### config.mk
export PLATFORM = sky130hd
export DESIGN_NAME = uart_rx_ctrl
export DESIGN_NICKNAME = d
export VERILOG_FILES = /design/src/rtl/uart_rx_ctrl.sv
export SDC_FILE = /design/constraint.sdc
export NUM_CORES = 1
export LEC_CHECK = 0
export ABC_CLOCK_PERIOD_IN_PS = 5600
export CAP_MARGIN = 25
export CORE_MARGIN = 2
export CORE_UTILIZATION = 59
export CTS_CLUSTER_DIAMETER = 100
export DETAILED_ROUTE_END_ITERATION = 10
export GPL_TIMING_DRIVEN = 0
export HOLD_SLACK_MARGIN = 0.03
export PLACE_DENSITY = 0.91
export SLEW_MARGIN = 20
export SYNTH_ARGS = -nofsm -noshare
export SYNTH_HDL_FRONTEND = slang
export SYNTH_SLANG_ARGS = --single-unit
### constraint.sdc
create_clock -name clk -period 5.6 [get_ports clk]
set_input_delay 1.68 -clock clk [delete_from_list [all_inputs] [get_ports clk]]
set_output_delay 1.68 -clock clk [all_outputs]
set_load 0.1 [all_outputs]
### src/rtl/uart_rx_ctrl.sv
// uart_rx_ctrl: oversample tick generator plus a small show-ahead receive FIFO
// with a sticky overrun flag, sitting between a UART receiver datapath and a
// byte consumer.
module uart_rx_ctrl #(
  parameter int DIV_W = 16,
  parameter int DEPTH = 4
) (
  input  logic                     clk,
  input  logic                     rst,
  input  logic                     enable,
  input  logic [DIV_W-1:0]         divisor,
  output logic                     tick,
  input  logic                     rx_done_tick,
  input  logic [7:0]               rx_dout,
  input  logic                     flush,
  output logic                     rd_valid,
  output logic [7:0]               rd_data,
  input  logic                     rd_ready,
  output logic [$clog2(DEPTH):0]   count,
  output logic                     overrun,
  input  logic                     clr_overrun
);

  localparam int AW = $clog2(DEPTH);
  localparam int CW = AW + 1;
  localparam logic [CW-1:0] FULL_CNT = CW'(DEPTH);

  // ---------------------------------------------------------------------------
  // Tick generator
  // ---------------------------------------------------------------------------
  logic [DIV_W-1:0] cnt_reg;
  logic             tick_reg;
  logic [DIV_W-1:0] eff;
  logic             cnt_wrap;

  // A divisor of 0 behaves like 1; the >= compare means a divisor lowered
  // below the running count fires on the next edge instead of wrapping.
  always_comb begin
    eff      = (divisor == '0) ? DIV_W'(1) : divisor;
    cnt_wrap = (cnt_reg >= (eff - DIV_W'(1)));
  end

  // Free-running oversample counter with a one-cycle registered tick.
  always_ff @(posedge clk or negedge rst) begin
    if (!rst) begin
      cnt_reg  <= '0;
      tick_reg <= 1'b0;
    end else if (!enable) begin
      cnt_reg  <= '0;
      tick_reg <= 1'b0;
    end else if (cnt_wrap) begin
      cnt_reg  <= '0;
      tick_reg <= 1'b1;
    end else begin
      cnt_reg  <= cnt_reg + DIV_W'(1);
      tick_reg <= 1'b0;
    end
  end

  assign tick = tick_reg;

  // ---------------------------------------------------------------------------
  // Receive FIFO
  // ---------------------------------------------------------------------------
  logic [7:0]    mem [DEPTH];
  logic [AW-1:0] head_reg, head_next;
  logic [AW-1:0] tail_reg, tail_next;
  logic [CW-1:0] count_reg, count_next;
  logic          overrun_reg, overrun_next;
  logic          push_req, full, pop, push, overflow;

  // Push/pop qualification, occupancy and overrun bookkeeping. A full FIFO
  // still accepts a byte when the head is popped in the same cycle.
  always_comb begin
    push_req     = rx_done_tick && enable && !flush;
    full         = (count_reg == FULL_CNT);
    pop          = (count_reg != '0) && rd_ready && !flush;
    push         = push_req && (!full || pop);
    overflow     = push_req && full && !pop;
    head_next    = head_reg;
    tail_next    = tail_reg;
    count_next   = count_reg;
    overrun_next = overrun_reg;

    if (flush) begin
      head_next  = '0;
      tail_next  = '0;
      count_next = '0;
    end else begin
      if (push) tail_next = tail_reg + AW'(1);
      if (pop)  head_next = head_reg + AW'(1);
      case ({push, pop})
        2'b10:   count_next = count_reg + CW'(1);
        2'b01:   count_next = count_reg - CW'(1);
        default: count_next = count_reg;
      endcase
    end

    // A fresh overflow takes priority over a clear request.
    if (overflow)         overrun_next = 1'b1;
    else if (clr_overrun) overrun_next = 1'b0;
  end

  // Pointer, occupancy and overrun state.
  always_ff @(posedge clk or negedge rst) begin
    if (!rst) begin
      head_reg    <= '0;
      tail_reg    <= '0;
      count_reg   <= '0;
      overrun_reg <= 1'b0;
    end else begin
      head_reg    <= head_next;
      tail_reg    <= tail_next;
      count_reg   <= count_next;
      overrun_reg <= overrun_next;
    end
  end

  // Storage array; contents are only meaningful behind the pointers, so no reset.
  always_ff @(posedge clk) begin
    if (push) mem[tail_reg] <= rx_dout;
  end

  assign rd_valid = (count_reg != '0);
  assign rd_data  = mem[head_reg];
  assign count    = count_reg;
  assign overrun  = overrun_reg;

endmodule

* Word level (Yosys, flattened, before mapping)
Memory sizes are Yosys's and may differ from the RTL's.
Cells that the tools add are included.
** Word-level totals
- Flip-flop bits (word level) :: 25
- Memory bits (writable) :: 32
- Output and inout bits :: 14
- Logic and storage cells :: 49
- Memories kept :: 1
** Cells by class
- Add/sub/neg operators :: 6
- Magnitude comparators :: 1
- Equal/unequal tests :: 3
- Multiplexer cells :: 15
- Reductions and logical operators :: 17
** Memories
- mem :: depth 4, bits a word 8, read ports 1, clocked after Yosys merged registers in 0, write ports 1, line 65 : logic [7:0] mem [DEPTH];
** Operators by type and width (count)
- $mux 16 :: 3
- $add 16x1->16 const B :: 1
- $ge 16x16->1 :: 1
- $logic_not 16->1 :: 1
- $sub 16x1->16 const B :: 1
- $mux 2 :: 4
- $logic_and 1x1->1 :: 7
- $mux 1 :: 6
- $pmux 3 s2 :: 1
- $reduce_bool 2->1 :: 3
- $reduce_bool 3->1 :: 2
- $add 2x1->2 const B :: 2
- $add 3x1->3 const B :: 1
- $eq 3x3->1 const B :: 1
- $logic_not 1->1 :: 3
- $mux 3 :: 1
- $sub 3x1->3 const B :: 1
- $eq 2x1->1 const B :: 1
- $eq 2x2->1 const B :: 1
- $logic_or 1x1->1 :: 1

* Logic depth before layout (Yosys ltp)
Gate-level depths: netlist of the first run.
- Depth after elaboration :: 8
- Gate-level depth with buffers :: 14

* Least setup slack after synthesis of the first run
No wires, ideal clock.
- Path type :: input-to-reg
- Start point :: input port divisor[8]
- End point :: register cnt_reg[10]
- Library setup time :: 0.138 ns
- Arrival time :: 4.831 ns
- Path slack :: 0.631 ns
- Stages on the path :: 14
- Cells stage by stage :: or4_1 -> nor2b_1 -> a31oi_1 -> ha_1 -> nor3b_1 -> and2_1 -> nand2_1 -> xor2_1 -> ha_1 -> and4_1 -> nand2_1 -> o41ai_2 -> buf_2 -> nor4_1
** Between the ends
- Word-level cells in the longest chain between the ends :: 6
** RTL lines
- start: declaration :: line 11 : input logic [DIV_W-1:0] divisor,
- $logic_not 16->1 :: line 39 : eff = (divisor == '0) ? DIV_W'(1) : divisor;
- $mux 16 * :: line 39
- $sub 16x1->16 * :: line 40 : cnt_wrap = (cnt_reg >= (eff - DIV_W'(1)));
- $ge 16x16->1 * :: line 40
- $mux 16 * :: line 51 : end else if (cnt_wrap) begin
- $mux 16 * :: line 48 : end else if (!enable) begin
- end signal: assignment :: line 55 : cnt_reg <= cnt_reg + DIV_W'(1);
- end: declaration :: line 31 : logic [DIV_W-1:0] cnt_reg;
Mark *: on every way between the ends. The rest lies on a longest branch, timed or not.
A chain may end at the register's enable or synchronous reset.

* Final worst setup path of the first run
- Start point :: input port divisor[8]
- End point :: register cnt_reg[14]
Same word-level chain as after synthesis.

==> results.txt, run 1 <==
The overall via count from detail_route was 2,329; the post-detailed-route count of antenna-violating nets was 0. Count of final hold-check violations: 0. The floorplan step set the die width to 77.1 µm.

TritonCTS built the clock tree. Timing would allow up to 187 MHz. The tools report the post-synthesis sequential area ratio as 0.503. The run finished with clean final reports. The count of cells in the finished layout, fillers not included, comes to 390. The overall global routing resource usage was 0.237; the post-synthesis register bit count was 57. The proportion of layout cells with a drive suffix above 1 came out at 0.141. The tools report the gate count of the mapped netlist as 259.

Along the worst path, the maximum fanout reaches 10. The die covers 5940 µm². During placement, the flow inserted port buffers numbering 43. The most used flip-flop cell after synthesis is sky130_fd_sc_hd__edfxtp_1. The area fraction of the dominant cell type after synthesis was 0.305; the number of warnings issued by yosys was 0. After synthesis, the cell types taking the most area are sky130_fd_sc_hd__edfxtp_1 (30%), sky130_fd_sc_hd__dfrtp_1 (20%), sky130_fd_sc_hd__ha_1 (8.7%).

In this design, the critical path's most frequently occurring cell is sky130_fd_sc_hd__ha_1. The via count of the first global-routing pass was 2,329; the H-tree depth was 3. The path length in cells of the critical path came out at 16. Class of the tightest hold or removal check: reg -> reg. Across all register-to-register paths, the minimum setup slack is 2960 ps.

The final worst-path cycle share is 0.956, and the number of flops mapped to enable cells by yosys is 32. After routing, the total negative slack on setup checks comes to 0 ps. The critical path starts at divisor[8]. The tools report the initial cell density of the core as 0.613.

The later pin in the worst-skew pair is clocked with a latency of 330 ps. Entering global routing, the biggest net connects 26 pins. The run gives 0.000165 V as the worst IR drop on VDD.

The setup path with the least slack is of type in -> reg. The worst clock skew came out at 5.69 ps. The tools report the number of distinct library cells after synthesis as 53. The number of antenna violations at the first check in global routing was 0. The post-place instance area came out at 3660 µm². The number of maximum-capacitance constraint violations was 0. In this run the standard cell core region covers 5140 µm². STA puts the critical path data arrival time at 5560 ps. The net count after synthesis is 313. The end of the worst register-to-register path is cnt_reg[14]$_DFF_PN0_. The cell row count came out at 26.

For this design the top-level I/O count stands at 45. The final layout contains 369 nets. The tools report the startpoint of the worst-slack reg-to-reg timing path as cnt_reg[0]$_DFF_PN0_. After legalization and detailed placement, the total HPWL measured 4.99 mm. The largest individual stage delay along the critical path comes from the cell sky130_fd_sc_hd__or4_1. The headroom to the max-slew limit is 0.341, and the clock sink total is 57.

Die height: 77.1 µm. Kind of start point of the critical path: an input pin. From synthesis to final layout, the design area changed by 23.5%. The cell area that synthesis handed to floorplanning was 3150 µm². For this block, the initial DRC count from the detailed router was 147. Buffers inserted during clock tree synthesis total 9. The global-route wire length before repair came out at 11.0 mm. The run gives 0 as the final count of pins violating max slew. For the worst setup path, the data required time is 5810 ps.

The delay contributed by the slowest stage of the critical path is 630 ps. The routed wire length per instance works out to 17.1 µm. Global routing finished with a remaining overflow of 0.

The via-per-instance ratio works out to 5.97. 0 antenna diodes ended up in the layout. The number of cells on the worst reg-to-reg path is 8. The first detailed-routing pass ran for 4 iterations.

The critical path capture point type was a flip-flop. Once layout is done, the placed cells without fillers occupy 3890 µm². The clock root buffer is sky130_fd_sc_hd__clkbuf_8. The aggregate routed wire length is 6.69 mm, and the overall power consumption is 1.08 mW. After clock tree synthesis, the clock-pin slew on the worst setup and hold paths is 60 ps. The critical path ends at cnt_reg[14]$_DFF_PN0_. The synthesized area per cell was 12.2 µm²; the number of flip-flops in the largest register was 32. Traced cell by cell, the critical path runs through clkdlybuf4s50_1, or4_1, nor2b_2, a31oi_1, ha_1, nor3b_2, and2_1, nand2_1, xor2_1, ha_1, and3_1, nand4_1, o41ai_4, buf_4, buf_2, nor4_1. Slew at the pin closest to its max-slew limit: 985 ps. The run gives 0.757 as the share of the core filled with cells. The clock passes through at most 2 buffers.

At the end of routability-driven placement, the weighted congestion stood at 0.843. The DRC violation count after routing was 0. The biggest area consumer among synthesized cells is sky130_fd_sc_hd__edfxtp_1. The cell family contributing the most delay on the critical path is simple AND/OR/NAND/NOR gates. The total leakage power was 1.45 nW; the number of setup violations in the final report was 0.

The final critical delay including setup and external delays is 5350 ps, and the number of buffers and inverters on the critical path is 3. Once placement completed, the tool counted placed cells totaling 372. The share of synthesized flip-flops with an asynchronous set or reset works out to 0.439. The power density of the placed cells is 277 nW/µm².
-- worst min path at each step --
stage | from | endpoint | slack [ps] | cells after the start
after floorplan | cnt_reg[0]$_DFF_PN0_ | cnt_reg[0]$_DFF_PN0_ | 510 | 1
after global placement | overrun$_DFFE_PN0P_ | overrun$_DFFE_PN0P_ | 500 | 2
after detailed placement | overrun$_DFFE_PN0P_ | overrun$_DFFE_PN0P_ | 530 | 2
after CTS | overrun$_DFFE_PN0P_ | overrun$_DFFE_PN0P_ | 540 | 2
after global routing | overrun$_DFFE_PN0P_ | overrun$_DFFE_PN0P_ | 570 | 2
final | overrun$_DFFE_PN0P_ | overrun$_DFFE_PN0P_ | 540 | 2
-- cells in the mapped netlist (2+ instances only) --
cell type and number:
sky130_fd_sc_hd__a21o_1 2, sky130_fd_sc_hd__a21oi_1 8, sky130_fd_sc_hd__a31oi_1 2, sky130_fd_sc_hd__and2_1 8, sky130_fd_sc_hd__and3_1 2, sky130_fd_sc_hd__clkbuf_1 5, sky130_fd_sc_hd__dfrtp_1 25, sky130_fd_sc_hd__edfxtp_1 32
sky130_fd_sc_hd__ha_1 22, sky130_fd_sc_hd__inv_1 9, sky130_fd_sc_hd__mux4_2 8, sky130_fd_sc_hd__nand2_1 10, sky130_fd_sc_hd__nand2b_1 2, sky130_fd_sc_hd__nand3_1 10, sky130_fd_sc_hd__nand4_1 3, sky130_fd_sc_hd__nor2_1 10
sky130_fd_sc_hd__nor2b_1 2, sky130_fd_sc_hd__nor3_1 10, sky130_fd_sc_hd__nor4_1 23, sky130_fd_sc_hd__o21a_1 2, sky130_fd_sc_hd__o21ai_0 6, sky130_fd_sc_hd__o22ai_1 2, sky130_fd_sc_hd__o31ai_1 2, sky130_fd_sc_hd__or3_1 2
sky130_fd_sc_hd__xnor2_1 16, sky130_fd_sc_hd__xor2_1 9
-- final cells by class --
class	count	area, µm²
Timing Repair Buffer	45	440
Sequential cell	57	1590
Clock inverter	6	35.0
Buffer	6	26.3
Multi-Input combinational cell	187	1560
Inverter	9	33.8
Tap cell	70	87.6
Clock buffer	10	128
Fill cell	356	1250
-- worst register-to-register path, cell delays in order, from the launching register on --
cell	delay (ps)
sky130_fd_sc_hd__dfrtp_1	460
sky130_fd_sc_hd__inv_1	70
sky130_fd_sc_hd__ha_1	280
sky130_fd_sc_hd__nand2b_1	130
sky130_fd_sc_hd__a2111oi_1	760
sky130_fd_sc_hd__o41ai_4	130
sky130_fd_sc_hd__buf_4	180
sky130_fd_sc_hd__buf_2	200
sky130_fd_sc_hd__nor4_1	310
-- per-stage QoR --
step           hold WS [ps]  setup slack, ps
6_report                538              245
5_1_grt                 567            -54.1
4_1_cts                 538             73.5
3_5_place_dp            525             -404
3_3_place_gp            498             -343
2_1_floorplan           505              631
-- power breakdown --
part           internal (mW)  switching (mW)  total [mW]
Clock                  0.157           0.157       0.314
Sequential             0.456          0.0153       0.472
Combinational         0.0942           0.198       0.292
Total                  0.707           0.370        1.08
-- placed cells by master (no fill, tap or decap), types with 2 or more instances in the layout --
master                             n
sky130_fd_sc_hd__o21a_1            2
sky130_fd_sc_hd__nor4_1           20
sky130_fd_sc_hd__clkinv_2          4
sky130_fd_sc_hd__nand3_1          10
sky130_fd_sc_hd__nor2_1           10
sky130_fd_sc_hd__clkdlybuf4s50_1  42
sky130_fd_sc_hd__nand2_1          10
sky130_fd_sc_hd__edfxtp_1         32
sky130_fd_sc_hd__mux4_2            8
sky130_fd_sc_hd__xor2_1            9
sky130_fd_sc_hd__and3_1            2
sky130_fd_sc_hd__and2_1            8
sky130_fd_sc_hd__buf_4             2
sky130_fd_sc_hd__ha_1             22
sky130_fd_sc_hd__nor4_2            3
sky130_fd_sc_hd__xnor2_1          16
sky130_fd_sc_hd__clkinvlp_4        2
sky130_fd_sc_hd__dfrtp_1          25
sky130_fd_sc_hd__or3_1             2
sky130_fd_sc_hd__a21o_1            2
sky130_fd_sc_hd__nand2b_1          2
sky130_fd_sc_hd__clkbuf_1          4
sky130_fd_sc_hd__nand4_1           3
sky130_fd_sc_hd__a31oi_1           2
sky130_fd_sc_hd__o21ai_0           6
sky130_fd_sc_hd__o31ai_1           2
sky130_fd_sc_hd__clkbuf_8          9
sky130_fd_sc_hd__buf_2             3
sky130_fd_sc_hd__inv_1             9
sky130_fd_sc_hd__a21oi_1           8
sky130_fd_sc_hd__nor3_1           10
-- timing repair --
| action | in CTS | in global routing |
|---|---|---|
| pin swaps | 0 | 1 |
| buffers inserted | 0 | 2 |
| endpoints found under the setup margin | 10 | 10 |
| hold buffers | 0 | 0 |
| gates resized for setup | 2 | 11 |
| hold endpoints to repair | 0 | 0 |
-- cells by family (layout without fill, tap and decap cells) --
kind of cell	after synthesis	in the layout	synth area share
muxes	9	9	0.0603
and+or+nand+nor	94	94	0.175
adders and majority gates	23	23	0.0937
DFF	57	57	0.503
xor gates and xnor gates	25	25	0.0695
AOI/OAI and AO/OA	36	36	0.0798
buffers and inverters	15	76	0.0183
-- routing by layer --
metal | global-route usage | wire (µm) | vias up
met5 | 0 | 0 | -
met4 | 0.0821 | 95 | 0
met3 | 0.0424 | 257 | 14
met2 | 0.438 | 3690 | 47
met1 | 0.276 | 2640 | 1148
li1 | - | - | 1120
No activity file was read; power rests on OpenSTA's default activity.
==> run 2: changes to the inputs <==
GPL_ROUTABILITY_DRIVEN = 1   (was default)
==> results of run 2 <==
Same layout as run 1: the final DEF is identical, and so are final timing and power.
